$ cat config.mk
export PLATFORM = sky130hd
export DESIGN_NAME = rom_stream_reader
export DESIGN_NICKNAME = d
export VERILOG_FILES = /design/src/rtl/rom_stream_pkg.sv /design/src/rtl/rom_stream_fifo2.sv /design/src/rtl/rom_stream_reader.sv
export SDC_FILE = /design/constraint.sdc
export NUM_CORES = 1
export LEC_CHECK = 0
export ABC_AREA = 0
export ABC_CLOCK_PERIOD_IN_PS = 1950
export CAP_MARGIN = 20
export CORE_MARGIN = 4
export CORE_UTILIZATION = 50
export CTS_BUF_LIST = sky130_fd_sc_hd__clkbuf_16
export DETAILED_ROUTE_END_ITERATION = 8
export MAX_ROUTING_LAYER = met4
export PLACE_DENSITY = 0.84
export SLEW_MARGIN = 20
export SYNTH_ARGS = -nofsm -noshare
export SYNTH_HDL_FRONTEND = slang
export SYNTH_SLANG_ARGS = --single-unit
$ cat constraint.sdc
create_clock -name clk -period 1.95 [get_ports clk]
set_input_delay 0.2925 -clock clk [delete_from_list [all_inputs] [get_ports clk]]
set_output_delay 0.2925 -clock clk [all_outputs]
set_load 0.02 [all_outputs]
$ cat src/rtl/rom_stream_pkg.sv
// Shared types and constants for the ROM stream reader.
package rom_stream_pkg;

    // Run controller states.
    typedef enum logic [1:0] {
        ST_IDLE  = 2'd0,
        ST_RUN   = 2'd1,
        ST_DRAIN = 2'd2
    } state_e;

    // Output buffer depth. This covers the one-cycle ROM latency, so one
    // word per cycle can flow while the consumer holds ready high.
    localparam int FIFO_DEPTH = 2;

endpackage

$ cat src/rtl/rom_stream_fifo2.sv
// Two-entry synchronous FIFO holding captured ROM words for the output stream.
module rom_stream_fifo2
    import rom_stream_pkg::*;
#(
    parameter int DATA_WIDTH = 16
) (
    input  logic                  clk,
    input  logic                  rst_n,
    input  logic                  push,
    input  logic [DATA_WIDTH-1:0] push_data,
    input  logic                  pop,
    output logic [DATA_WIDTH-1:0] head_data,
    output logic                  not_empty,
    output logic [1:0]            occupancy
);

    localparam logic [1:0] DEPTH = 2'(FIFO_DEPTH);

    logic [DATA_WIDTH-1:0] mem_q [FIFO_DEPTH];
    logic [DATA_WIDTH-1:0] mem_d [FIFO_DEPTH];
    logic                  wr_ptr_q, wr_ptr_d;
    logic                  rd_ptr_q, rd_ptr_d;
    logic [1:0]            occ_q, occ_d;
    logic                  do_push, do_pop;

    // Next-state logic. A push into a full FIFO is accepted only when a pop
    // frees a slot in the same cycle.
    always_comb begin
        mem_d    = mem_q;
        wr_ptr_d = wr_ptr_q;
        rd_ptr_d = rd_ptr_q;
        occ_d    = occ_q;
        do_pop   = pop && (occ_q != 2'd0);
        do_push  = push && ((occ_q != DEPTH) || do_pop);
        if (do_push) begin
            mem_d[wr_ptr_q] = push_data;
            wr_ptr_d        = ~wr_ptr_q;
        end
        if (do_pop) begin
            rd_ptr_d = ~rd_ptr_q;
        end
        occ_d = occ_q + {1'b0, do_push} - {1'b0, do_pop};
    end

    // Storage and pointer registers.
    always_ff @(posedge clk) begin
        if (!rst_n) begin
            for (int i = 0; i < FIFO_DEPTH; i++) begin
                mem_q[i] <= '0;
            end
            wr_ptr_q <= 1'b0;
            rd_ptr_q <= 1'b0;
            occ_q    <= 2'd0;
        end else begin
            mem_q    <= mem_d;
            wr_ptr_q <= wr_ptr_d;
            rd_ptr_q <= rd_ptr_d;
            occ_q    <= occ_d;
        end
    end

    assign head_data = mem_q[rd_ptr_q];
    assign not_empty = (occ_q != 2'd0);
    assign occupancy = occ_q;

endmodule

$ cat src/rtl/rom_stream_reader.sv
// Reads a run of consecutive ROM words and presents them on a valid/ready stream.
module rom_stream_reader
    import rom_stream_pkg::*;
#(
    parameter int ADDR_WIDTH = 4,
    parameter int DATA_WIDTH = 16
) (
    input  logic                  clk,
    input  logic                  rst_n,
    input  logic                  start,
    input  logic [ADDR_WIDTH-1:0] start_addr,
    input  logic [ADDR_WIDTH:0]   count,
    output logic                  busy,
    output logic                  done,
    output logic                  rom_en,
    output logic [ADDR_WIDTH-1:0] rom_addr,
    input  logic [DATA_WIDTH-1:0] rom_data,
    output logic [DATA_WIDTH-1:0] m_data,
    output logic                  m_valid,
    input  logic                  m_ready
);

    localparam logic [ADDR_WIDTH-1:0] ADDR_ONE = 1;
    localparam logic [ADDR_WIDTH:0]   REM_ONE  = 1;
    localparam logic [2:0]            DEPTH3   = 3'(FIFO_DEPTH);

    state_e                state_q, state_d;
    logic [ADDR_WIDTH-1:0] next_addr_q, next_addr_d;
    logic [ADDR_WIDTH:0]   remaining_q, remaining_d;
    logic                  inflight_q, inflight_d;
    logic                  done_q, done_d;

    logic                  pop;
    logic                  issue;
    logic [1:0]            occ;
    logic [2:0]            pending;

    // Output buffer. A read issued last cycle lands here this cycle.
    rom_stream_fifo2 #(
        .DATA_WIDTH (DATA_WIDTH)
    ) u_fifo (
        .clk       (clk),
        .rst_n     (rst_n),
        .push      (inflight_q),
        .push_data (rom_data),
        .pop       (pop),
        .head_data (m_data),
        .not_empty (m_valid),
        .occupancy (occ)
    );

    assign pop     = m_valid && m_ready;
    // Words already buffered or still in the ROM pipeline. A new read is
    // allowed only if it still fits after this cycle's pop.
    assign pending = {1'b0, occ} + {2'b00, inflight_q};
    assign issue   = (state_q == ST_RUN) && (remaining_q != '0)
                     && (pending < (DEPTH3 + {2'b00, pop}));

    assign rom_en   = issue;
    assign rom_addr = next_addr_q;
    assign busy     = (state_q != ST_IDLE);
    assign done     = done_q;

    // FSM next-state and counter updates.
    always_comb begin
        state_d     = state_q;
        next_addr_d = next_addr_q;
        remaining_d = remaining_q;
        inflight_d  = issue;
        done_d      = 1'b0;
        unique case (state_q)
            ST_IDLE: begin
                if (start) begin
                    if (count != '0) begin
                        state_d     = ST_RUN;
                        next_addr_d = start_addr;
                        remaining_d = count;
                    end else begin
                        done_d = 1'b1;
                    end
                end
            end
            ST_RUN: begin
                if (issue) begin
                    next_addr_d = next_addr_q + ADDR_ONE;
                    remaining_d = remaining_q - REM_ONE;
                    if (remaining_q == REM_ONE) begin
                        state_d = ST_DRAIN;
                    end
                end
            end
            ST_DRAIN: begin
                // Finish once the last word leaves and nothing is still coming.
                if (!inflight_q && ((occ == 2'd0) || ((occ == 2'd1) && pop))) begin
                    state_d = ST_IDLE;
                    done_d  = 1'b1;
                end
            end
            default: begin
                state_d = ST_IDLE;
            end
        endcase
    end

    // State, counters and flags.
    always_ff @(posedge clk) begin
        if (!rst_n) begin
            state_q     <= ST_IDLE;
            next_addr_q <= '0;
            remaining_q <= '0;
            inflight_q  <= 1'b0;
            done_q      <= 1'b0;
        end else begin
            state_q     <= state_d;
            next_addr_q <= next_addr_d;
            remaining_q <= remaining_d;
            inflight_q  <= inflight_d;
            done_q      <= done_d;
        end
    end

endmodule

==> impl_metrics.yaml, run 1 <==
critical_path:
  cp.required_ns: 1.66
  worst_r2r_endpoint: "rom_addr[2]"
  cp_max_fo: 2
  worstSetupPathType: "reg2out"
  crit_slowest_cell: "dfxtp_1"
  reg2reg_from: "inflight_q"
  slowest_delay_ns: 0.31
  rr_worst_depth: 7
  path_buf_inv: 1
  cpMostUsedCell: "ha_1"
  critPathLaunchType: "flop"
  r2r_slack_ns: 0.09
  critical-path-top-delay-family: "adder cells"
  arrival_ns: 1.60
  crit_chain: "ha_1 > ha_1 > a211o_4 > nor2_2 > buf_4"
  endpoint_kind: "output port"
detailed_routing:
  drt_iter0_drc: 68
  ant_nets: 0
  drt-pass1-iter-count: 4
  drc_errors: 0
  wl_per_cell_um: 15.4
  wirelength_mm: 5.84
  vias_per_cell: 5.56
  vias: 2108
worst_hold_path:
  whs_endpoint: "remaining_q[1]"
  hold_depth: 2
  worstHoldStart: "remaining_q[1]"
  hold_class: "reg2reg"
finish:
  final_util_pct: 71.9
  syn2layout_area_growth_pct: 39.3
  nets: 361
  seq_area_um2: 981
  most-common-layout-cells: "dfxtp_1 (49), nor2_1 (40), clkdlybuf4s50_1 (35), mux2i_1 (34), buf_4 (27)"
  fin_cells: 379
  drive_above_1_share_pct: 22.2
  nFillCells: 353
  diodes: 0
  layout_commonest_cell: "dfxtp_1"
  design_area_um2: 3370
  multi_input_area_um2: 1320
sta:
  drv_slew: 0
  setup_viol: 0
  period_minus_slack_ns: 1.90
  fin_skew_ns: 0.00467
  hold_viol: 0
  slew-limit-headroom_pct: 74.9
  setup_tns_ns: 0
  max_freq_mhz: 527
  fin_crit_sh_pct: 97.3
  rsz0062_at_grt: "no"
  tightestPinTransition_ns: 0.371
floorplan:
  rows: 25
  die_h_um: 77.6
  initial_core_util_pct: 51.6
  die_w_um: 77.6
  coreArea_um2: 4690
  dieArea_um2: 6020
  io_pins: 53
power_and_ir_drop:
  powerDensity_nw_per_um2: 1010
  ir_drop_uv: 655
  total_power_mw: 3.39
  leakagePower_nw: 1.56
clocking:
  clockRootBuffer: "clkbuf_16"
  clock_latency_ns: 0.29
  clock-sinks: 49
  cts_buffer_depth: 2
  cts_tree: "yes"
  h-tree-depth: 2
  cts_setup_buffers: 0
  numCtsBuffers: 5
  clkTransAtPathRegs_ns: 0.06
logic_synthesis:
  yosys_warnings: 0
  async_flop_share_pct: 0
  postSynthCellCount: 248
  ys_seq_area_share_pct: 40.5
  syn-num-nets: 285
  syn-cell-area_um2: 2420
  ys_types: 44
  synth_ff_type: "dfxtp_1"
  synth_edf_count: 0
  ys_seq_elements: 49
  syn_area_per_cell_um2: 9.76
place:
  dp_hpwl_mm: 4.12
  gp_congestion: 0.859
  portBuffers: 52
  dp_cells: 371
  place_area_um2: 3220
grt:
  grt_pass1_wl_mm: 9.96
  grt_max_degree: 40
  grt_overflow: 0
  grt_pass1_vias: 2122
  grtUsageTotal_pct: 21.1
  antenna_found_initial: 0
outcome:
  outcome: "finished clean"
run:
  maxCapViolations: 0
[layer usage]
layer  global-route usage [%]  share of wire [%]  wire length, um
met3                     5.22                4.8              281
met1                     24.8                 43             2510
met4                     7.12                2.3              137
met5                        -                  0                0
met2                     35.2                 50             2910
[worst min-delay path, cell delays in order, from the launching register on]
cell and delay, ns:
dfxtp_1 0.32, nand2_1 0.06, mux2i_1 0.06
[cell type report]
type / instances / area share [%]
clock buffer: 5 / 3.71
clock inverter: 3 / 1.26
tap: 54 / 2.00
inverter: 11 / 1.22
sequential: 49 / 29.1
timing repair buffer: 83 / 23.5
multi-input combinational: 174 / 39.2
[per-stage QoR]
step                      hold WS [ns]  worst slack (ns)
after floorplan                  0.436             0.268
after global placement           0.464            -0.263
after detailed placement         0.477            -0.299
after CTS                        0.486            0.0566
after global routing             0.520           0.00919
final                            0.485            0.0534
[power breakdown]
| group | leakage [nW] | switching [mW] | internal, mW |
|---|---|---|---|
| logic | 1.08 | 0.611 | 0.634 |
| registers | 0.398 | 0.0725 | 1.11 |
| clock network | 0.0852 | 0.365 | 0.602 |
| total | 1.56 | 1.05 | 2.34 |
[state kept, by name, summed over array words and instances, names as in the netlist]
name	flops
u_fifo.mem_q	32
remaining_q	5
rom_addr	4
state_q	2
u_fifo.occupancy	2
done	1
inflight_q	1
u_fifo.rd_ptr_q	1
u_fifo.wr_ptr_q	1
[worst max-delay path by stage]
stage	startpoint	end	slack, ns	cells past startpoint
after floorplan	inflight_q	rom_en	0.27	5
after global placement	m_ready	rom_en	-0.26	5
after detailed placement	m_ready	rom_en	-0.30	5
after CTS	inflight_q	rom_en	0.06	5
after global routing	inflight_q	rom_en	0.009	5
final	inflight_q	rom_en	0.05	5
[cells in the mapped netlist (3+ instances only)]
cell,count,area share [%]
mux2i_1,34,14
a21oi_1,5,1.0
nor3_1,8,1.7
ha_1,8,4.1
nand2_1,10,1.6
nand3_1,4,0.83
clkbuf_1,8,1.2
or3_1,3,0.78
inv_1,10,1.6
buf_6,3,1.4
mux2_2,18,8.4
nor2_1,42,6.5
or2_2,3,0.78
dfxtp_1,49,41
[logic make-up (layout without fill, tap and decap cells)]
logic type,Yosys count,after routing,synth area share (%)
AO/OA/AOI/OAI,24,24,9.30
XOR/XNOR,4,4,1.45
adder cells (fa/ha/maj),8,8,4.13
buffers and inverters,25,102,5.06
flip-flops,49,49,40.5
multiplexers,52,52,22.4
AND/OR/NAND/NOR,86,86,17.1
[timing repair]
item	CTS	global route
hold buffers	0	0
gates resized for setup	22	1
setup endpoints to repair	17	1
hold endpoints to repair	0	0
Note: power is estimated with default switching activity, not from simulation.
==> run 2, diff against run 1 <==
- GPL_TIMING_DRIVEN: unset -> 0
- HOLD_SLACK_MARGIN: unset -> 0.05
==> impl_metrics.yaml, run 2 (synthesized netlist as in run 1, its figures left out) <==
outcome:
  outcome: "finished clean"
floorplan:
  coreArea_um2: 4690
  initial_core_util_pct: 51.6
  die_h_um: 77.6
  io_pins: 53
  rows: 25
  die_w_um: 77.6
  dieArea_um2: 6020
sta:
  fin_crit_sh_pct: 97.0
  setup_tns_ns: 0
  rsz0062_at_grt: "no"
  holdWs_ns: 0.386
  fin_skew_ns: 0.00212
  drv_slew: 0
  hold_viol: 0
  period_minus_slack_ns: 1.89
  tightestPinTransition_ns: 0.506
  slew-limit-headroom_pct: 66.3
  setup_viol: 0
  max_freq_mhz: 529
finish:
  final_util_pct: 68.4
  diodes: 0
  largest-register: "u_fifo.mem_q"
  nets: 345
  syn2layout_area_growth_pct: 32.6
  layout_commonest_cell: "dfxtp_1"
  drive_above_1_share_pct: 18.1
  most-common-layout-cells: "dfxtp_1 (44), nor2_1 (41), clkdlybuf4s50_1 (41), mux2i_1 (34), mux2_2 (18)"
  design_area_um2: 3210
  largest_register_ffs: 32
critical_path:
  critical-path-top-delay-family: "adder cells"
  cp_max_fo: 5
  critPathLaunchType: "flop"
  endpoint_kind: "output port"
  slowest_delay_ns: 0.34
  crit_chain: "ha_1 > ha_2 > a211o_4 > nor2_4 > buf_6"
  arrival_ns: 1.60
  worstSetupPathType: "reg2out"
  cp.required_ns: 1.66
  crit_slowest_cell: "dfxtp_2"
  path_buf_inv: 1
clocking:
  cts_tree: "yes"
  hold_buffers: 0
  clkTransAtPathRegs_ns: 0.06
  numCtsBuffers: 5
  cts_buffer_depth: 2
  clock-sinks: 49
  clock_latency_ns: 0.28
  clockRootBuffer: "clkbuf_16"
  h-tree-depth: 2
place:
  dp_hpwl_mm: 3.83
  gp_congestion: 0.834
  portBuffers: 51
  place_area_um2: 3000
power_and_ir_drop:
  powerDensity_nw_per_um2: 1010
  leakagePower_nw: 1.41
  ir_drop_uv: 574
grt:
  antenna_found_initial: 0
  grt_pass1_wl_mm: 9.18
  grt_pass1_vias: 2002
  grtUsageTotal_pct: 19.1
  grt_max_degree: 16
  grt_overflow: 0
detailed_routing:
  wl_per_cell_um: 14.9
  wirelength_mm: 5.42
  drc_errors: 0
  drt-pass1-iter-count: 4
  vias: 1957
  ant_nets: 0
  vias_per_cell: 5.39
  drt_iter0_drc: 98
run:
  maxCapViolations: 0
worst_hold_path:
  hold_class: "in2reg"
==> run 2: stage by stage <==
stage	total power, mW	std cells	worst slack [ns]
after floorplan	1.91	248	0.268
after global placement	2.23	353	-0.527
after detailed placement	2.25	353	-0.540
after CTS	3.24	360	0.00386
after global routing	3.44	363	0.00645
final	3.26	363	0.0579
==> run 2: cell type report <==
| type | count | area, um^2 |
|---|---|---|
| fill | 374 | 1480 |
| multi-input combinational | 174 | 1330 |
| sequential | 49 | 990 |
| timing repair buffer | 54 | 523 |
| clock buffer | 5 | 125 |
| buffer | 13 | 93.8 |
| tap | 54 | 67.6 |
| clock inverter | 3 | 41.3 |
| inverter | 11 | 41.3 |
==> run 2: where the power goes <==
part	leakage (nW)	internal (mW)	switching, mW	total, mW
combinational	0.928	0.535	0.520	1.06
sequential	0.400	1.12	0.115	1.23
clock	0.0775	0.600	0.370	0.970
total	1.41	2.25	1.01	3.26
==> run 2: per-layer routing <==
metal	vias to the layer above	share of wire [%]	track usage [%]
li1	983	-	-
met1	912	45	23.5
met2	54	49	32.2
met3	8	4.1	2.90
met4	0	1.3	5.69
met5	-	0	-
==> run 2: path summary, 6_finish.rpt <==
| path | from | endpoint | slack (ns) | cells past startpoint |
|---|---|---|---|---|
| max | inflight_q | rom_en | 0.06 | 5 |
| min | rst_n | rom_addr[0] | 0.39 | 3 |
| max reg2reg | inflight_q | rom_addr[3] | 0.15 | 6 |
| min reg2reg | remaining_q[1] | remaining_q[1] | 0.48 | 2 |
==> run 2: worst reg2reg max path: cells and delay by family (launching register included) <==
| family | cells | cell delay, ns |
|---|---|---|
| compound gates | 2 | 0.48 |
| simple gates | 1 | 0.30 |
| buf+inv | 1 | 0.17 |
| flops | 1 | 0.34 |
| fa+ha+maj | 2 | 0.38 |
==> run 2: what timing repair did <==
action,CTS,global route
cloned,0,0
setup endpoints to repair,17,5
setup buffers,0,3
resized for setup,23,6
pin swaps,0,3
==> run 3, diff against run 2 <==
- SKIP_LAST_GASP: unset -> 1
==> impl_metrics.yaml, run 3 (synthesized netlist as in run 1, its figures left out) <==
critical_path:
  crit_chain: "ha_1 > ha_1 > a211o_4 > nor2_4 > buf_6"
  worstSetupPathType: "reg2out"
  cp_max_fo: 5
  path_buf_inv: 1
  critPathLaunchType: "flop"
  cp.required_ns: 1.66
  slowest_delay_ns: 0.35
  crit_slowest_cell: "a211o_4"
  endpoint_kind: "output port"
  cpMostUsedCell: "ha_1"
  arrival_ns: 1.63
  critical-path-top-delay-family: "adder cells"
place:
  portBuffers: 51
  dp_slack_ns: -0.540
  dp_hpwl_mm: 3.83
  gp_congestion: 0.834
grt:
  antenna_found_initial: 0
  grtUsageTotal_pct: 19.1
  grt_max_degree: 16
  grt_pass1_wl_mm: 9.18
  grt_pass1_vias: 2002
  grt_overflow: 0
clocking:
  clkTransAtPathRegs_ns: 0.06
  cts_buffer_depth: 2
  clock-sinks: 49
  cts_tree: "yes"
  numCtsBuffers: 5
  h-tree-depth: 2
  clockRootBuffer: "clkbuf_16"
  clock_latency_ns: 0.29
  hold_buffers: 0
floorplan:
  initial_core_util_pct: 51.6
  rows: 25
  coreArea_um2: 4690
  dieArea_um2: 6020
  die_w_um: 77.6
  die_h_um: 77.6
  io_pins: 53
detailed_routing:
  vias_per_cell: 5.43
  wirelength_mm: 5.43
  drc_errors: 0
  wl_per_cell_um: 15.0
  ant_nets: 0
  vias: 1972
  drt-pass1-iter-count: 4
  drt_iter0_drc: 98
finish:
  nFillCells: 373
  seq_area_um2: 990
  most-common-layout-cells: "dfxtp_1 (44), nor2_1 (41), clkdlybuf4s50_1 (41), mux2i_1 (34), mux2_2 (18)"
  multi_input_area_um2: 1330
  largest-register: "u_fifo.mem_q"
  nets: 345
  drive_above_1_share_pct: 17.8
  diodes: 0
  layout_commonest_cell: "dfxtp_1"
  largest_register_ffs: 32
  syn2layout_area_growth_pct: 32.3
power_and_ir_drop:
  leakagePower_nw: 1.41
  total_power_mw: 3.25
  ir_drop_uv: 574
  powerDensity_nw_per_um2: 1010
sta:
  slew-limit-headroom_pct: 66.4
  fin_crit_sh_pct: 98.8
  hold_viol: 0
  period_minus_slack_ns: 1.93
  rsz0062_at_grt: "yes"
  fin_skew_ns: 0.00256
  tightestPinTransition_ns: 0.503
  setup_viol: 0
  drv_slew: 0
  max_freq_mhz: 519
  fin_ws_ns: 0.0235
run:
  maxCapViolations: 0
outcome:
  outcome: "finished clean"
worst_hold_path:
  hold_class: "in2reg"
## run 3: path summary, 6_finish.rpt
path | depth (start not counted) | to | slack (ns) | startpoint
worst min-delay path | 3 | rom_addr[0] | 0.38 | rst_n
worst max-delay path | 5 | rom_en | 0.02 | inflight_q
worst max register to register | 6 | rom_addr[3] | 0.11 | inflight_q
worst min register to register | 2 | remaining_q[1] | 0.48 | remaining_q[1]
## run 3: tightest hold or removal path: stages
cell	delay, ns
clkbuf_1	0.16
nand2_1	0.10
o32ai_1	0.06
## run 3: area by class of cell
cell class	instances	share of cell area (%)
plain buffers	13	2.81
clock buffers	5	3.91
clock inverters	3	1.29
inverters	11	1.29
multi-input cells	174	41.4
flip-flops and latches	49	30.9
well taps	54	2.11
repair buffers	54	16.3
## run 3: per-stage QoR
step,util (%),setup TNS (ns),hold WS [ns],area (um^2),instances
2_1_floorplan,-,0,0.436,2420,248
3_3_place_gp,63.9,-8.67,0.459,3000,353
3_5_place_dp,63.9,-9.20,0.473,3000,353
4_1_cts,67.6,0,0.384,3170,360
5_1_grt,68.3,-0.0239,0.416,3200,363
6_report,68.3,0,0.383,3200,363
## run 3: repair_timing
| action | CTS | global route |
|---|---|---|
| hold endpoints to repair | 0 | 0 |
| gates resized for setup | 23 | 4 |
| setup buffers | 0 | 3 |
| setup endpoints to repair | 17 | 5 |
| pin swaps | 0 | 3 |
## run 3: power by group
group / internal, mW / leakage [nW] / total (mW) / switching [mW]
Combinational: 0.528 / 0.931 / 1.05 / 0.519
Sequential: 1.12 / 0.400 / 1.23 / 0.115
Clock: 0.601 / 0.0775 / 0.973 / 0.373
## run 3: per-layer routing
layer  share of wire, %  vias to the layer above  track usage [%]
li1                   -                      986                -
met1                 46                      930             23.5
met2                 49                       48             32.2
met3                3.1                        8             2.90
met4                1.5                        0             5.69
met5                  0                        -                -
